$ cat config.mk
export PLATFORM = sky130hd
export DESIGN_NAME = dcache_port_arbiter
export DESIGN_NICKNAME = d
export VERILOG_FILES = /design/src/rtl/dcache_port_arbiter.sv
export SDC_FILE = /design/constraint.sdc
export NUM_CORES = 1
export LEC_CHECK = 0
export CAP_MARGIN = 20
export CORE_AREA = 2 2 208 210
export DETAILED_ROUTE_END_ITERATION = 10
export DIE_AREA = 0 0 210 212
export GPL_ROUTABILITY_DRIVEN = 1
export PLACE_DENSITY = 0.7
export SYNTH_ARGS = -nofsm -noshare
export SYNTH_HDL_FRONTEND = slang
export SYNTH_SLANG_ARGS = --single-unit
$ cat constraint.sdc
create_clock -name clock -period 8.01 [get_ports clock]
set_clock_uncertainty 0.15 [all_clocks]
set_input_delay 2.403 -clock clock [delete_from_list [all_inputs] [get_ports clock]]
set_output_delay 2.403 -clock clock [all_outputs]
set_load 0.01 [all_outputs]
$ cat src/rtl/dcache_port_arbiter.sv
// Purpose: shares the single D$/memory request port between fetch, LSU load and LSU store, round-robin, one transaction outstanding.
// Latency: req_ready to done is 3 cycles minimum (grant, issue, response); at least one idle cycle between grants.
// Backpressure: losers see req_ready=0 and hold; mem_valid/payload held until mem_ready; watchdog aborts after TIMEOUT_CYCLES.
module dcache_port_arbiter #(
   parameter int INDEX_WIDTH    = 19,
   parameter int DATA_WIDTH     = 64,
   parameter int MASK_WIDTH     = 64,
   parameter int TIMEOUT_CYCLES = 1024
) (
   input  logic                   clock,
   input  logic                   reset,
   input  logic                   ifu_req_valid,
   input  logic [INDEX_WIDTH-1:0] ifu_req_index,
   output logic                   ifu_req_ready,
   input  logic                   ifu_flush,
   output logic                   ifu_done,
   output logic [DATA_WIDTH-1:0]  ifu_read_data,
   input  logic                   ld_req_valid,
   input  logic [INDEX_WIDTH-1:0] ld_req_index,
   output logic                   ld_req_ready,
   output logic                   ld_done,
   output logic [DATA_WIDTH-1:0]  ld_read_data,
   input  logic                   st_req_valid,
   input  logic [INDEX_WIDTH-1:0] st_req_index,
   input  logic [DATA_WIDTH-1:0]  st_write_data,
   input  logic [MASK_WIDTH-1:0]  st_write_mask,
   output logic                   st_req_ready,
   output logic                   st_done,
   output logic                   mem_valid,
   output logic [INDEX_WIDTH-1:0] mem_index,
   output logic                   mem_write,
   output logic [DATA_WIDTH-1:0]  mem_write_data,
   output logic [MASK_WIDTH-1:0]  mem_write_mask,
   input  logic                   mem_ready,
   input  logic                   mem_done,
   input  logic [DATA_WIDTH-1:0]  mem_read_data,
   output logic                   timeout_err
);

   localparam int CW = $clog2(TIMEOUT_CYCLES);
   localparam logic [CW-1:0] LIMIT = CW'(TIMEOUT_CYCLES - 1);

   typedef enum logic [1:0] {S_IDLE, S_ISSUE, S_WAIT, S_RESP} state_e;
   typedef enum logic [1:0] {R_IFU = 2'd0, R_LD = 2'd1, R_ST = 2'd2} req_e;

   state_e                 state_q, state_d;
   req_e                   rr_q, rr_d, owner_q, owner_d, gnt_id;
   logic                   gnt_vld;
   logic                   write_q, write_d;
   logic [INDEX_WIDTH-1:0] index_q, index_d;
   logic [DATA_WIDTH-1:0]  wdata_q, wdata_d;
   logic [MASK_WIDTH-1:0]  wmask_q, wmask_d;
   logic [DATA_WIDTH-1:0]  resp_q, resp_d;
   logic [DATA_WIDTH-1:0]  ifu_rd_q, ifu_rd_d, ld_rd_q, ld_rd_d;
   logic [CW-1:0]          cnt_q, cnt_d;
   logic                   squash_q, squash_d, squash_now;
   logic                   expire, done_any;
   logic [DATA_WIDTH-1:0]  done_dat;

   // Round-robin pick: first valid requester starting at the pointer.
   always_comb begin
      gnt_vld = 1'b1;
      gnt_id  = R_IFU;
      case (rr_q)
         R_LD: begin
            if (ld_req_valid)       gnt_id = R_LD;
            else if (st_req_valid)  gnt_id = R_ST;
            else if (ifu_req_valid) gnt_id = R_IFU;
            else                    gnt_vld = 1'b0;
         end
         R_ST: begin
            if (st_req_valid)       gnt_id = R_ST;
            else if (ifu_req_valid) gnt_id = R_IFU;
            else if (ld_req_valid)  gnt_id = R_LD;
            else                    gnt_vld = 1'b0;
         end
         default: begin
            if (ifu_req_valid)      gnt_id = R_IFU;
            else if (ld_req_valid)  gnt_id = R_LD;
            else if (st_req_valid)  gnt_id = R_ST;
            else                    gnt_vld = 1'b0;
         end
      endcase
   end

   // FSM next state, payload capture, watchdog and flush squash.
   always_comb begin
      state_d    = state_q;
      rr_d       = rr_q;
      owner_d    = owner_q;
      write_d    = write_q;
      index_d    = index_q;
      wdata_d    = wdata_q;
      wmask_d    = wmask_q;
      resp_d     = resp_q;
      cnt_d      = cnt_q;
      expire     = 1'b0;
      squash_now = squash_q | (ifu_flush && owner_q == R_IFU);
      case (state_q)
         S_IDLE: begin
            squash_now = 1'b0;
            if (gnt_vld) begin
               state_d = S_ISSUE;
               owner_d = gnt_id;
               cnt_d   = '0;
               write_d = (gnt_id == R_ST);
               wdata_d = (gnt_id == R_ST) ? st_write_data : '0;
               wmask_d = (gnt_id == R_ST) ? st_write_mask : '0;
               case (gnt_id)
                  R_LD:    begin index_d = ld_req_index;  rr_d = R_ST;  end
                  R_ST:    begin index_d = st_req_index;  rr_d = R_IFU; end
                  default: begin index_d = ifu_req_index; rr_d = R_LD;  end
               endcase
            end
         end
         S_ISSUE: begin
            cnt_d = cnt_q + CW'(1);
            if (mem_ready && mem_done) begin
               resp_d  = mem_read_data;
               state_d = S_RESP;
            end else if (cnt_q == LIMIT) begin
               expire  = 1'b1;
               state_d = S_IDLE;
            end else if (mem_ready) begin
               state_d = S_WAIT;
            end
         end
         S_WAIT: begin
            cnt_d = cnt_q + CW'(1);
            if (mem_done) begin
               resp_d  = mem_read_data;
               state_d = S_RESP;
            end else if (cnt_q == LIMIT) begin
               expire  = 1'b1;
               state_d = S_IDLE;
            end
         end
         default: state_d = S_IDLE;
      endcase
      squash_d = squash_now;
   end

   // Grant and done pulses are masked while reset is asserted so nothing is handed out and then discarded.
   assign ifu_req_ready  = !reset && state_q == S_IDLE && gnt_vld && gnt_id == R_IFU;
   assign ld_req_ready   = !reset && state_q == S_IDLE && gnt_vld && gnt_id == R_LD;
   assign st_req_ready   = !reset && state_q == S_IDLE && gnt_vld && gnt_id == R_ST;
   assign done_any       = !reset && (state_q == S_RESP || expire);
   assign done_dat       = expire ? '0 : resp_q;
   assign ifu_done       = done_any && owner_q == R_IFU && !squash_now;
   assign ld_done        = done_any && owner_q == R_LD;
   assign st_done        = done_any && owner_q == R_ST;
   assign ifu_read_data  = ifu_done ? done_dat : ifu_rd_q;
   assign ld_read_data   = ld_done ? done_dat : ld_rd_q;
   assign ifu_rd_d       = ifu_read_data;
   assign ld_rd_d        = ld_read_data;
   assign timeout_err    = !reset && expire;
   assign mem_valid      = state_q == S_ISSUE && !expire;
   assign mem_index      = index_q;
   assign mem_write      = write_q;
   assign mem_write_data = wdata_q;
   assign mem_write_mask = wmask_q;

   // State registers with synchronous reset; reset abandons any transaction silently.
   always_ff @(posedge clock) begin
      if (reset) begin
         state_q  <= S_IDLE;
         rr_q     <= R_IFU;
         owner_q  <= R_IFU;
         write_q  <= 1'b0;
         index_q  <= '0;
         wdata_q  <= '0;
         wmask_q  <= '0;
         resp_q   <= '0;
         cnt_q    <= '0;
         squash_q <= 1'b0;
         ifu_rd_q <= '0;
         ld_rd_q  <= '0;
      end else begin
         state_q  <= state_d;
         rr_q     <= rr_d;
         owner_q  <= owner_d;
         write_q  <= write_d;
         index_q  <= index_d;
         wdata_q  <= wdata_d;
         wmask_q  <= wmask_d;
         resp_q   <= resp_d;
         cnt_q    <= cnt_d;
         squash_q <= squash_d;
         ifu_rd_q <= ifu_rd_d;
         ld_rd_q  <= ld_rd_d;
      end
   end

endmodule

* Word-level counts from Yosys, hierarchy flattened *
Cells that the tools add are included.

storage, ports and cells
  register bits after elaboration = 357
  input port bits = 257
  output and inout port bits = 284
  logic and storage cells = 98

cells by class
  add/sub/neg operators = 1
  eq/ne operators = 15
  multiplexer cells = 41
  bitwise gates (word level) = 1
  reductions and logical operators = 28

operator list
  operator                                                          count
  64-bit 2-to-1 mux                                                 7
  64-bit one-hot mux with 2 select lines                            1
  19-bit one-hot mux with 2 select lines                            1
  2-bit 2-to-1 mux                                                  10
  10-bit one-hot mux with 2 select lines                            1
  1-bit 2-to-1 mux                                                  15
  1-bit logical AND                                                 14
  10-bit by 1-bit adder with 10-bit output (second input constant)  1
  10-bit == test (second input constant)                            1
  2-bit == test (second input constant)                             5
  10-bit 2-to-1 mux                                                 1
  2-bit by 1-bit == test with 1-bit output (second input constant)  4
  2-bit one-hot mux with 2 select lines                             2
  2-bit zero test                                                   3
  2-bit inequality test (second input constant)                     3
  2-bit one-hot mux with 3 select lines                             1
  3-bit AND reduction                                               2
  4-bit inequality test (second input constant)                     1
  1-bit one-hot mux with 2 select lines                             2
  2-bit AND reduction                                               2
  2-bit nonzero test                                                2
  1-bit zero test                                                   3
  3-bit inequality test (second input constant)                     1
  2-bit OR reduction                                                1
  other kinds (2)                                                   2

* Longest topological paths before layout *
Gate-level depths: netlist (run 1).

  depth in word-level cells = 9
  depth in mapped cells = 13
  gate-level depth less buffers = 11

* Worst setup path after synthesis (run 1) *
OpenSTA, ideal clock, no wires.

  kind = input -> output
  start = input ifu_req_valid
  end = output ld_req_ready
  arrival = 3.784 ns
  path slack = 1.673 ns
  cell stages on the path = 6
  path buffers = 1
  cell sequence = nor2b_1 -> o21ba_2 -> o21ai_0 -> ha_1 -> clkbuf_1 -> nor3b_1

on the way
  cells in the longest elaborated chain, start to end = 6

RTL lines
  what                                   RTL line  source
  start: declaration                     12        input logic ifu_req_valid,
  1-bit 2-to-1 mux                       68        else if (ifu_req_valid) gnt_id = R_IFU;
  1-bit 2-to-1 mux                       67        else if (st_req_valid) gnt_id = R_ST;
  1-bit 2-to-1 mux                       66        if (ld_req_valid) gnt_id = R_LD;
  1-bit one-hot mux with 2 select lines  64        case (rr_q)
  1-bit logical AND                      145       assign ld_req_ready = !reset && state_q == S_IDLE && gnt_vld && gnt_id == R_LD;
  1-bit logical AND *                    145
  end: declaration                       20        output logic ld_req_ready,

Mark *: on every way between the ends. The rest lies on a longest branch, timed or not.

* Final worst setup path (run 1) *
  start = input mem_done
  end = output ld_read_data[22]

on the way
  cells in the longest elaborated chain, start to end = 7

RTL lines
  what                                     RTL line  source
  start: declaration                       35        input logic mem_done,
  1-bit logical AND                        118       if (mem_ready && mem_done) begin
  1-bit 2-to-1 mux                         118
  1-bit one-hot mux with 2 select lines *  99        case (state_q)
  1-bit logical OR                         147       assign done_any = !reset && (state_q == S_RESP || expire);
  1-bit logical AND                        147
  1-bit logical AND                        150       assign ld_done = done_any && owner_q == R_LD;
  64-bit 2-to-1 mux *                      153       assign ld_read_data = ld_done ? done_dat : ld_rd_q;
  end: declaration                         22        output logic [DATA_WIDTH-1:0] ld_read_data,

Marked as above.

==> results of run 1 <==
## placed cells by master (no fill, tap or decap), types with 19 or more instances in the layout
master             n
a21oi_1           97
buf_4             21
o211ai_1          85
nor2_1           201
clkbuf_16         42
o2111ai_1         64
nand2b_1         132
a22o_1           128
nor2b_1           69
nor3_1            68
a311o_1           64
inv_1             73
nand3_1           69
o21ai_0           70
nand2_1          238
a22oi_1           19
dfxtp_1          357
clkdlybuf4s50_1  536
## worst max-delay path: cells and delay by family
family	cells	cell delay [ns]
AOI/OAI and AO/OA	2	0.53
buffers and inverters	3	1.41
and+or+nand+nor	2	0.37
## cell type report
class                      count  area, µm²  share of cell area (%)
antenna                       10      25.02                  0.1066
clock buffer                  61       1202                   5.123
multi-input combinational   1370       8228                   35.06
inverter                      73      274.0                   1.168
tap                          546      683.2                   2.911
clock inverter                15      148.9                  0.6344
timing repair buffer         569       5762                   24.55
sequential                   357       7147                   30.45
## state kept, by name, indices dropped and copies added (netlist names)
name            cells
squash_q            1
mem_index          19
state_q             2
rr_q                2
resp_q             64
ld_rd_q            64
cnt_q              10
mem_write_mask     64
owner_q             2
mem_write_data     64
mem_write           1
ifu_rd_q           64
## per-layer routing
layer | wire (µm) | vias to the layer above | share of wire [%] | global-route usage (%)
li1 | - | 7882 | - | -
met1 | 27430 | 8040 | 42 | 36.49
met2 | 29360 | 675 | 45 | 43.41
met3 | 6535 | 110 | 10 | 9.926
met4 | 1858 | 2 | 2.8 | 10.64
met5 | 16 | - | 0.025 | 0
## final timing paths
| check | start | to | slack [ns] | cells after the start |
|---|---|---|---|---|
| hold / removal | mem_index[13] | mem_index[13] | 0.31 | 2 |
| setup reg to reg | rr_q[0] | mem_write_mask[63] | 4.19 | 11 |
| hold reg to reg | mem_index[13] | mem_index[13] | 0.31 | 2 |
| setup / recovery | mem_done | ld_read_data[22] | 0.60 | 7 |
## cells by family after synthesis
family,count (synthesis),share of synthesized area (%)
AND/OR/NAND/NOR,807,23.33
flip-flops,357,43.40
AO/OA/AOI/OAI,549,25.08
adder cells (fa/ha/maj),12,0.9118
XOR/XNOR,1,0.05320
multiplexers,1,0.06838
buffers and inverters,268,7.157
## per-stage QoR
stage	hold WS, ns	cell area, µm²	utilization, %
after floorplan	0.2978	16470	-
after global placement	0.2894	22050	51.87
after detailed placement	0.2961	22070	51.91
after CTS	0.3082	23420	55.09
after global routing	0.3273	23470	55.21
final	0.3064	23470	55.22
## report_power, final
part	total, µW	internal (µW)	switching, µW
sequential	2040	1930	112
clock	1900	1110	791
combinational	1740	658	1080
==> impl_results.md, run 1 <==
* Outcome: completed
* Max Freq at 135.0 MHz
* CP peak stage delay at 0.52 ns
* Drt wl/cell at 21.73 µm
* Max-slew violations at 0
* Syn nets at 2264
* CP arrival at 4.86 ns
* Cells along the critical path: clkdlybuf4s50_1 -> o21bai_1 -> a21bo_4 -> nor4_4 -> buf_12 -> nor2_1 -> clkdlybuf4s50_1
* Netlist cell types at 51
* Remaining DRCs at 0
* Yosys Warn Count at 0
* First-pass GRT wire length at 96790 µm
* Via density per instance at 5.568
* Ports at 541
* CTS Hold Buffers Added at 0
* Routed WL at 65200 µm
* Crit path setup slack, layout at 0.6001 ns
* Post-synthesis sequential element count at 357
* Element type at the critical path start: input port
* Dpl cells at 2914
* Clock root cell: clkbuf_16
* GRT Total Usage at 28.24%
* Commonest cells in the netlist: dfxtp_1, nand2_1, nor2_1
* Power Density at 242.2 mW/mm²
* Detailed placement HPWL at 44690 µm
* Ranking of synthesized cells by area: dfxtp_1, a22o_1, nand2_1
* GR Overflow Total at 0
* Largest net degree at the start of global routing at 199
* Worst slew pin tran at 1.082 ns
* Vias in the first global route at 15830
* Initial antenna violation count at 11
* Slowest-stage cell, CP: clkdlybuf4s50_1
* Worst setup EP type: output pin
* CP dominant cell by count: clkdlybuf4s50_1
* Final worst path period need at 7.410 ns
* Async S/R FF share, synth at 0%
* Iteration-0 DRC Markers at 1268
* Post-synth EDFFs at 0
* Final hold vios at 0
* Initial Util at 38.74%
* Cell taking the most area after synthesis: dfxtp_1
* Cts bufs inserted at 42
* Fill count at 3861
* Gpl congestion at 0.8431
* Hold crit path type: reg2reg
* Yosys top cell area share at 43.40%
* CP Max Fanout at 97
* Total power at 5684 µW
* Die Span X at 210 µm
* Worst Path Required at 5.46 ns
* DP Worst Slack at 0.5990 ns
* Top-count cell post-synth: dfxtp_1
* Layout cells sized above 1 at 4.744%
* CTS tree: done
* P_leak at 0.008326 µW
* Maxcap violations at 0
* DRT Pass-1 Iters at 5
* Clock buffer depth at 3
* Layout area overhead at 42.53%
* Critical path class: in2out
* Post-CTS sizing at 0
* Final setup fails at 0
* Predominant post-synthesis flop cell: dfxtp_1
* Postcts setup bufs at 0
* Syn_area_per_cell at 8.254 µm²
* RSZ-0062 raised after global routing: no
* Non-filler cells, final at 3001
* Full die area at 0.04452 mm²
* Peak supply drop at 0.2239 mV
* CTS clk-pin slew, worst paths at 0.06 ns
* Htree depth at 2
* IO buf count at 540
* Rows at 76
* Core Region at 0.04251 mm²
* Post-synthesis instance total at 1995
* Post-synthesis sequential area ratio at 43.40%
* Synthesized area at 0.01647 mm²
* Die height at 212 µm
* Layout Nets at 2682
* CTS Sinks at 357
* Rel. slew slack at 27.90%
* Tcrit/Tclk final at 92.51%
* Clock latency on the worst-skew pair at 0.57 ns
* Via count at 16710
* Detail Route Antenna Nets at 0
* Setup TNS at 0 ns
Note: power is estimated with default switching activity, not from simulation.
==> inputs of run 2 (changes only) <==
--- a/config.mk
+++ b/config.mk
@@ -10,6 +10,7 @@
 export DETAILED_ROUTE_END_ITERATION = 10
 export DIE_AREA = 0 0 210 212
 export GPL_ROUTABILITY_DRIVEN = 1
+export GPL_TIMING_DRIVEN = 0
 export PLACE_DENSITY = 0.7
 export SYNTH_ARGS = -nofsm -noshare
 export SYNTH_HDL_FRONTEND = slang
==> impl_results.md, run 2 (synthesis results as in run 1) <==
* Remaining DRCs at 0 (unchanged)
* GRT Total Usage at 30.86% (was 28.24%)
* CTS Hold Buffers Added at 0 (unchanged)
* Via count at 17620 (was 16710)
* CTS tree: done (unchanged)
* P_leak at 0.008612 µW (was 0.008326 µW)
* Max Freq at 128.0 MHz (was 135.0 MHz)
* Final hold slack at 0.3036 ns (was 0.3064 ns)
* Most common library cell in the layout ignoring fill and taps: clkdlybuf4s50_1 (unchanged)
* Initial antenna violation count at 18 (was 11)
* Final hold vios at 0 (unchanged)
* DRT Pass-1 Iters at 6 (was 5)
* CTS clk-pin slew, worst paths at 0.06 ns (about the same)
* Ports at 541 (unchanged)
* Layout cells sized above 1 at 5.668% (was 4.744%)
* GR Overflow Total at 0 (unchanged)
* Clock buffer depth at 3 (unchanged)
* CTS Sinks at 357 (unchanged)
* Iteration-0 DRC Markers at 1224 (was 1268)
* CP arrival at 5.26 ns (was 4.86 ns)
* Setup TNS at 0 ns (unchanged)
* Element type at the critical path start: input port (unchanged)
* Detail Route Antenna Nets at 0 (unchanged)
* Initial Util at 38.74% (unchanged)
* Worst setup EP type: output pin (unchanged)
* Final worst path period need at 7.811 ns (was 7.410 ns)
* Clock root cell: clkbuf_16 (unchanged)
* Core Region at 0.04251 mm² (unchanged)
* Critical path class: in2out (unchanged)
* Clock latency on the worst-skew pair at 0.58 ns (was 0.57 ns)
* Gpl congestion at 0.9409 (was 0.8431)
* Largest net degree at the start of global routing at 13 (was 199)
* Vias in the first global route at 17180 (was 15830)
* Detailed placement HPWL at 54830 µm (was 44690 µm)
* First-pass GRT wire length at 104400 µm (was 96790 µm)
* Sw frac at 35.54% (was 34.92%)
* Htree depth at 2 (unchanged)
* Layout area overhead at 45.35% (was 42.53%)
* IO buf count at 539 (was 540)
* Hold crit path type: reg2reg (unchanged)
* Worst slew pin tran at 1.121 ns (was 1.082 ns)
* Tcrit/Tclk final at 97.51% (was 92.51%)
* Outcome: completed (unchanged)
* Peak supply drop at 0.1555 mV (was 0.2239 mV)
* Layout Nets at 2849 (was 2682)
* Worst Path Required at 5.46 ns (about the same)
* Postcts setup bufs at 0 (unchanged)
* Die height at 212 µm (unchanged)
* CP peak stage delay at 0.59 ns (was 0.52 ns)
* CP Max Fanout at 10 (was 97)
* Maxcap violations at 0 (unchanged)
* Via density per instance at 5.564 (was 5.568)
* Full die area at 0.04452 mm² (unchanged)
* Rows at 76 (unchanged)
* Final setup fails at 0 (unchanged)
* Power share of the combinational group at 31.1% (was 30.6%)
* Power Density at 239.0 mW/mm² (was 242.2 mW/mm²)
* Slowest-stage cell, CP: clkbuf_1 (was clkdlybuf4s50_1)
* Internal at 3688 µW (was 3700 µW)
* Drt wl/cell at 22.69 µm (was 21.73 µm)
* Routed WL at 71860 µm (was 65200 µm)
* Die Span X at 210 µm (unchanged)
* Commonest non-fill, non-tap cells in the layout: clkdlybuf4s50_1, dfxtp_1, nand2_1, nor2_1, nand2b_1 (unchanged)
* Max-slew violations at 0 (unchanged)
* Post-CTS sizing at 0 (unchanged)
* Switching pwr at 2033 µW (was 1985 µW)
* Sequential Power Share at 35.9% (was 36.0%)
* Clock share of power at 33.0% (was 33.4%)
* RSZ-0062 raised after global routing: no (unchanged)
* Rel. slew slack at 25.30% (was 27.90%)
* Cts bufs inserted at 42 (unchanged)
* Cells along the critical path: clkdlybuf4s50_1 -> o21ba_2 -> or2_1 -> buf_2 -> clkbuf_1 -> buf_2 -> nand2_1 -> nand3_1 -> clkdlybuf4s50_1 (was clkdlybuf4s50_1 -> o21bai_1 -> a21bo_4 -> nor4_4 -> buf_12 -> nor2_1 -> clkdlybuf4s50_1)
* Fill count at 3906 (was 3861)
==> run 2: cell types whose count changed in the layout (fill, tap and decap cells not counted), sizes merged <==
cell / change
buf: +52
clkbuf: +112
clkdlybuf4s50: +3
clkinv: +1
clkinvlp: -2
==> run 2: power by group through the flow <==
| stage | clock network, µW | logic, µW | registers [µW] |
|---|---|---|---|
| after floorplan | 0 | 942 | 2090 |
| after global placement | 0 | 1710 | 2080 |
| after detailed placement | 0 | 1750 | 2080 |
| after CTS | 1910 | 1760 | 2050 |
| after global routing | 1980 | 1910 | 2070 |
| final | 1890 | 1780 | 2050 |
==> run 2: worst paths after layout <==
check                              startpoint                 to  slack, ns  depth (start not counted)
worst max-delay path                ifu_flush  ifu_read_data[59]       0.20                          9
worst min-delay path            mem_index[16]      mem_index[16]       0.30                          2
worst max register to register        rr_q[0]      mem_index[15]       4.70                         13
worst min register to register  mem_index[16]      mem_index[16]       0.30                          2
==> run 2: cell type report <==
type                       count  area, µm²  share of cell area (%)
multi-input combinational   1370       8145                   34.03
sequential                   357       7147                   29.86
timing repair buffer         541       5425                   22.67
clock buffer                  61       1192                   4.982
buffer                       195      904.6                   3.779
tap                          546      683.2                   2.854
inverter                      73      274.0                   1.145
clock inverter                14      138.9                  0.5802
antenna                       10      25.02                  0.1045
==> run 2: critical path: cells and delay by family <==
kind	cells	cell delay, ns
and+or+nand+nor	3	0.34
AOI/OAI and AO/OA	1	0.17
buffers and inverters	5	2.33
==> run 2: through the flow <==
stage | util (%) | setup slack, ns | std cells | instance area [µm²] | power, µW
after floorplan | - | 1.673 | 1995 | 16470 | 3031
after global placement | 53.04 | 0.2583 | 3080 | 22550 | 3794
after detailed placement | 53.12 | 0.2146 | 3082 | 22580 | 3830
after CTS | 56.25 | 0.2093 | 3157 | 23910 | 5718
after global routing | 56.30 | 0.02931 | 3165 | 23930 | 5961
final | 56.31 | 0.1991 | 3167 | 23940 | 5721
==> run 2: routing by layer <==
metal,wire length (µm),track usage [%]
met5,86,0
met3,7618,10.89
met1,29020,37.81
met4,2270,11.54
met2,32870,49.97
==> inputs of run 3 (changes only) <==
--- a/config.mk
+++ b/config.mk
@@ -6,12 +6,12 @@
 export NUM_CORES = 1
 export LEC_CHECK = 0
 export CAP_MARGIN = 20
-export CORE_AREA = 2 2 208 210
+export CORE_AREA = 2 2 213 215
 export DETAILED_ROUTE_END_ITERATION = 10
-export DIE_AREA = 0 0 210 212
+export DIE_AREA = 0 0 215 217
 export GPL_ROUTABILITY_DRIVEN = 1
 export GPL_TIMING_DRIVEN = 0
-export PLACE_DENSITY = 0.7
+export PLACE_DENSITY = 0.67
 export SYNTH_ARGS = -nofsm -noshare
 export SYNTH_HDL_FRONTEND = slang
 export SYNTH_SLANG_ARGS = --single-unit
==> impl_results.md, run 3 (synthesis results as in run 1) <==
* CTS Sinks at 357 (unchanged)
* Die Span X at 215 µm (was 210 µm)
* FF-to-FF End: mem_index[0] (was mem_index[15])
* Cts bufs inserted at 42 (unchanged)
* Full die area at 0.04666 mm² (was 0.04452 mm²)
* Power share of the combinational group at 30.6% (was 31.1%)
* Setup TNS at 0 ns (unchanged)
* CP Max Fanout at 10 (unchanged)
* Top routing layer used: met5 (unchanged)
* Via count at 17880 (was 17620)
* CP Depth at 8 (was 9)
* FF-to-FF Start: rr_q[0] (unchanged)
* CP peak stage delay at 0.63 ns (was 0.59 ns)
* Drt wl/cell at 23.01 µm (was 22.69 µm)
* Largest net degree at the start of global routing at 13 (unchanged)
* Remaining DRCs at 0 (unchanged)
* Post-CTS sizing at 0 (unchanged)
* GRT Total Usage at 30.43% (was 30.86%)
* GR Overflow Total at 0 (unchanged)
* RSZ-0062 raised after global routing: no (unchanged)
* CTS clk-pin slew, worst paths at 0.06 ns (about the same)
* R2R depth at 11 (was 13)
* Layout area overhead at 46.54% (was 45.35%)
* Worst setup EP type: output pin (unchanged)
* Vias in the first global route at 17570 (was 17180)
* Fill count at 4237 (was 3906)
* CP endpoint: ld_req_ready (was ifu_read_data[59])
* Outcome: completed (unchanged)
* Cells along the critical path: clkdlybuf4s50_1 -> nor2b_1 -> o21ba_2 -> o21ai_0 -> ha_1 -> clkbuf_1 -> nor3b_1 -> clkdlybuf4s50_1 (was clkdlybuf4s50_1 -> o21ba_2 -> or2_1 -> buf_2 -> clkbuf_1 -> buf_2 -> nand2_1 -> nand3_1 -> clkdlybuf4s50_1)
* CP arrival at 5.25 ns (was 5.26 ns)
* M1 WL at 30020 µm (was 29020 µm)
* Final hold vios at 0 (unchanged)
* Sequential Power Share at 35.0% (was 35.9%)
* Postcts setup bufs at 0 (unchanged)
* Clock root cell: clkbuf_16 (unchanged)
* Maxcap violations at 0 (unchanged)
* Commonest non-fill, non-tap cells in the layout: clkdlybuf4s50_1, dfxtp_1, nand2_1, nor2_1, nand2b_1 (unchanged)
* Gpl congestion at 0.9330 (was 0.9409)
* Worst slew pin tran at 0.8137 ns (was 1.121 ns)
* CTS Hold Buffers Added at 0 (unchanged)
* Hold crit path type: reg2reg (unchanged)
* Iteration-0 DRC Markers at 1439 (was 1224)
* Internal at 3782 µW (was 3688 µW)
* Routed WL at 74230 µm (was 71860 µm)
* Max Freq at 128.2 MHz (was 128.0 MHz)
* Metal3 WL at 6955 µm (was 7618 µm)
* P_leak at 0.008672 µW (was 0.008612 µW)
* Flop2flop setup slack at 4.65 ns (was 4.70 ns)
* Clock latency on the worst-skew pair at 0.58 ns (about the same)
* Htree depth at 2 (unchanged)
* Layout cells sized above 1 at 5.975% (was 5.668%)
* CTS tree: done (unchanged)
* Peak supply drop at 0.2091 mV (was 0.1555 mV)
* Worst Path Required at 5.46 ns (about the same)
* IO buf count at 539 (unchanged)
* Initial Util at 36.84% (was 38.74%)
* Core Region at 0.04470 mm² (was 0.04251 mm²)
* Critical path class: in2out (unchanged)
* Clock buffer depth at 3 (unchanged)
* Final setup fails at 0 (unchanged)
* Power Density at 243.0 mW/mm² (was 239.0 mW/mm²)
* CP dominant cell by count: clkdlybuf4s50_1
* Max-slew violations at 0 (unchanged)
* Slowest-stage cell, CP: clkdlybuf4s50_1 (was clkbuf_1)
* Sw frac at 35.50% (was 35.54%)
* Worst setup path start: ifu_req_valid (was ifu_flush)
* Rows at 78 (was 76)
* Routed met2 length at 34100 µm (was 32870 µm)
* Detail Route Antenna Nets at 0 (unchanged)
* Total power at 5864 µW (was 5721 µW)
* Final worst path period need at 7.799 ns (was 7.811 ns)
* Rel. slew slack at 45.75% (was 25.30%)
* CP bufs+invs at 3 (was 5)
* Element type at the critical path start: input port (unchanged)
* Via density per instance at 5.542 (was 5.564)
* Detailed placement HPWL at 56660 µm (was 54830 µm)
* First-pass GRT wire length at 108600 µm (was 104400 µm)
* Switching pwr at 2081 µW (was 2033 µW)
* Most common library cell in the layout ignoring fill and taps: clkdlybuf4s50_1 (unchanged)
* Die height at 217 µm (was 212 µm)
* Delay-heaviest family, CP: buffers and inverters (unchanged)
* Ports at 541 (unchanged)
* Layout Nets at 2850 (was 2849)
* DRT Pass-1 Iters at 5 (was 6)
* Initial antenna violation count at 19 (was 18)
* Clock share of power at 34.4% (was 33.0%)
* Tcrit/Tclk final at 97.37% (was 97.51%)
==> run 3: cell types whose count changed in the layout (fill, tap and decap cells not counted) <==
| cell | before | now |
|---|---|---|
| clkbuf_16 | 42 | 43 |
| clkinvlp_4 | 0 | 1 |
| diode_2 | 10 | 15 |
| clkbuf_1 | 124 | 116 |
| clkinv_2 | 9 | 8 |
| buf_8 | 2 | 3 |
| inv_16 | 0 | 1 |
| clkbuf_8 | 7 | 12 |
| bufinv_16 | 2 | 3 |
| clkinv_8 | 1 | 0 |
==> run 3: final cells by class <==
type | instances | area, µm² | share of cell area, %
timing repair buffer | 542 | 5440 | 22.54
antenna | 15 | 37.54 | 0.1556
clock inverter | 15 | 175.2 | 0.7259
tap | 600 | 750.7 | 3.111
clock buffer | 59 | 1256 | 5.206
sequential | 357 | 7147 | 29.62
buffer | 195 | 904.6 | 3.749
inverter | 73 | 274.0 | 1.136
multi-input combinational | 1370 | 8145 | 33.76
==> run 3: per-layer routing <==
| metal | global-route usage [%] | up-vias |
|---|---|---|
| li1 | - | 8247 |
| met1 | 37.05 | 8613 |
| met2 | 49.10 | 849 |
| met3 | 9.532 | 164 |
| met4 | 14.30 | 6 |
| met5 | 0 | - |
==> run 3: power groups by stage <==
stage,Sequential [µW],Combinational [µW],Clock (µW)
3_5_place_dp,2080,1770,0
5_1_grt,2070,1940,2100
2_1_floorplan,2090,942,0
6_report,2050,1800,2010
3_3_place_gp,2080,1730,0
4_1_cts,2050,1780,2030
==> run 3: how the worst min path moves through the flow <==
stage | start | endpoint | slack (ns) | depth (start not counted)
2_1_floorplan | cnt_q[9] | cnt_q[9] | 0.30 | 2
3_3_place_gp | mem_index[8] | mem_index[8] | 0.29 | 2
3_5_place_dp | mem_index[12] | mem_index[12] | 0.30 | 2
4_1_cts | mem_index[12] | mem_index[12] | 0.30 | 2
5_1_grt | mem_index[12] | mem_index[12] | 0.32 | 2
6_report | mem_index[12] | mem_index[12] | 0.30 | 2
==> run 3: stage by stage <==
stage,setup slack [ns],instance area [µm²],utilization (%),hold slack [ns],instances
floorplan,1.673,16470,-,0.2978,1995
global placement,0.2357,22610,50.59,0.2928,3134
detailed placement,0.2123,22660,50.70,0.2962,3137
CTS,0.2102,24090,53.90,0.3043,3211
global route,0.007601,24120,53.97,0.3246,3223
finish,0.2108,24130,53.99,0.3037,3226
==> run 3: worst min-delay path, stage by stage (launching register included) <==
cell	delay [ns]
dfxtp_1	0.30
nand2_1	0.05
a21oi_1	0.05
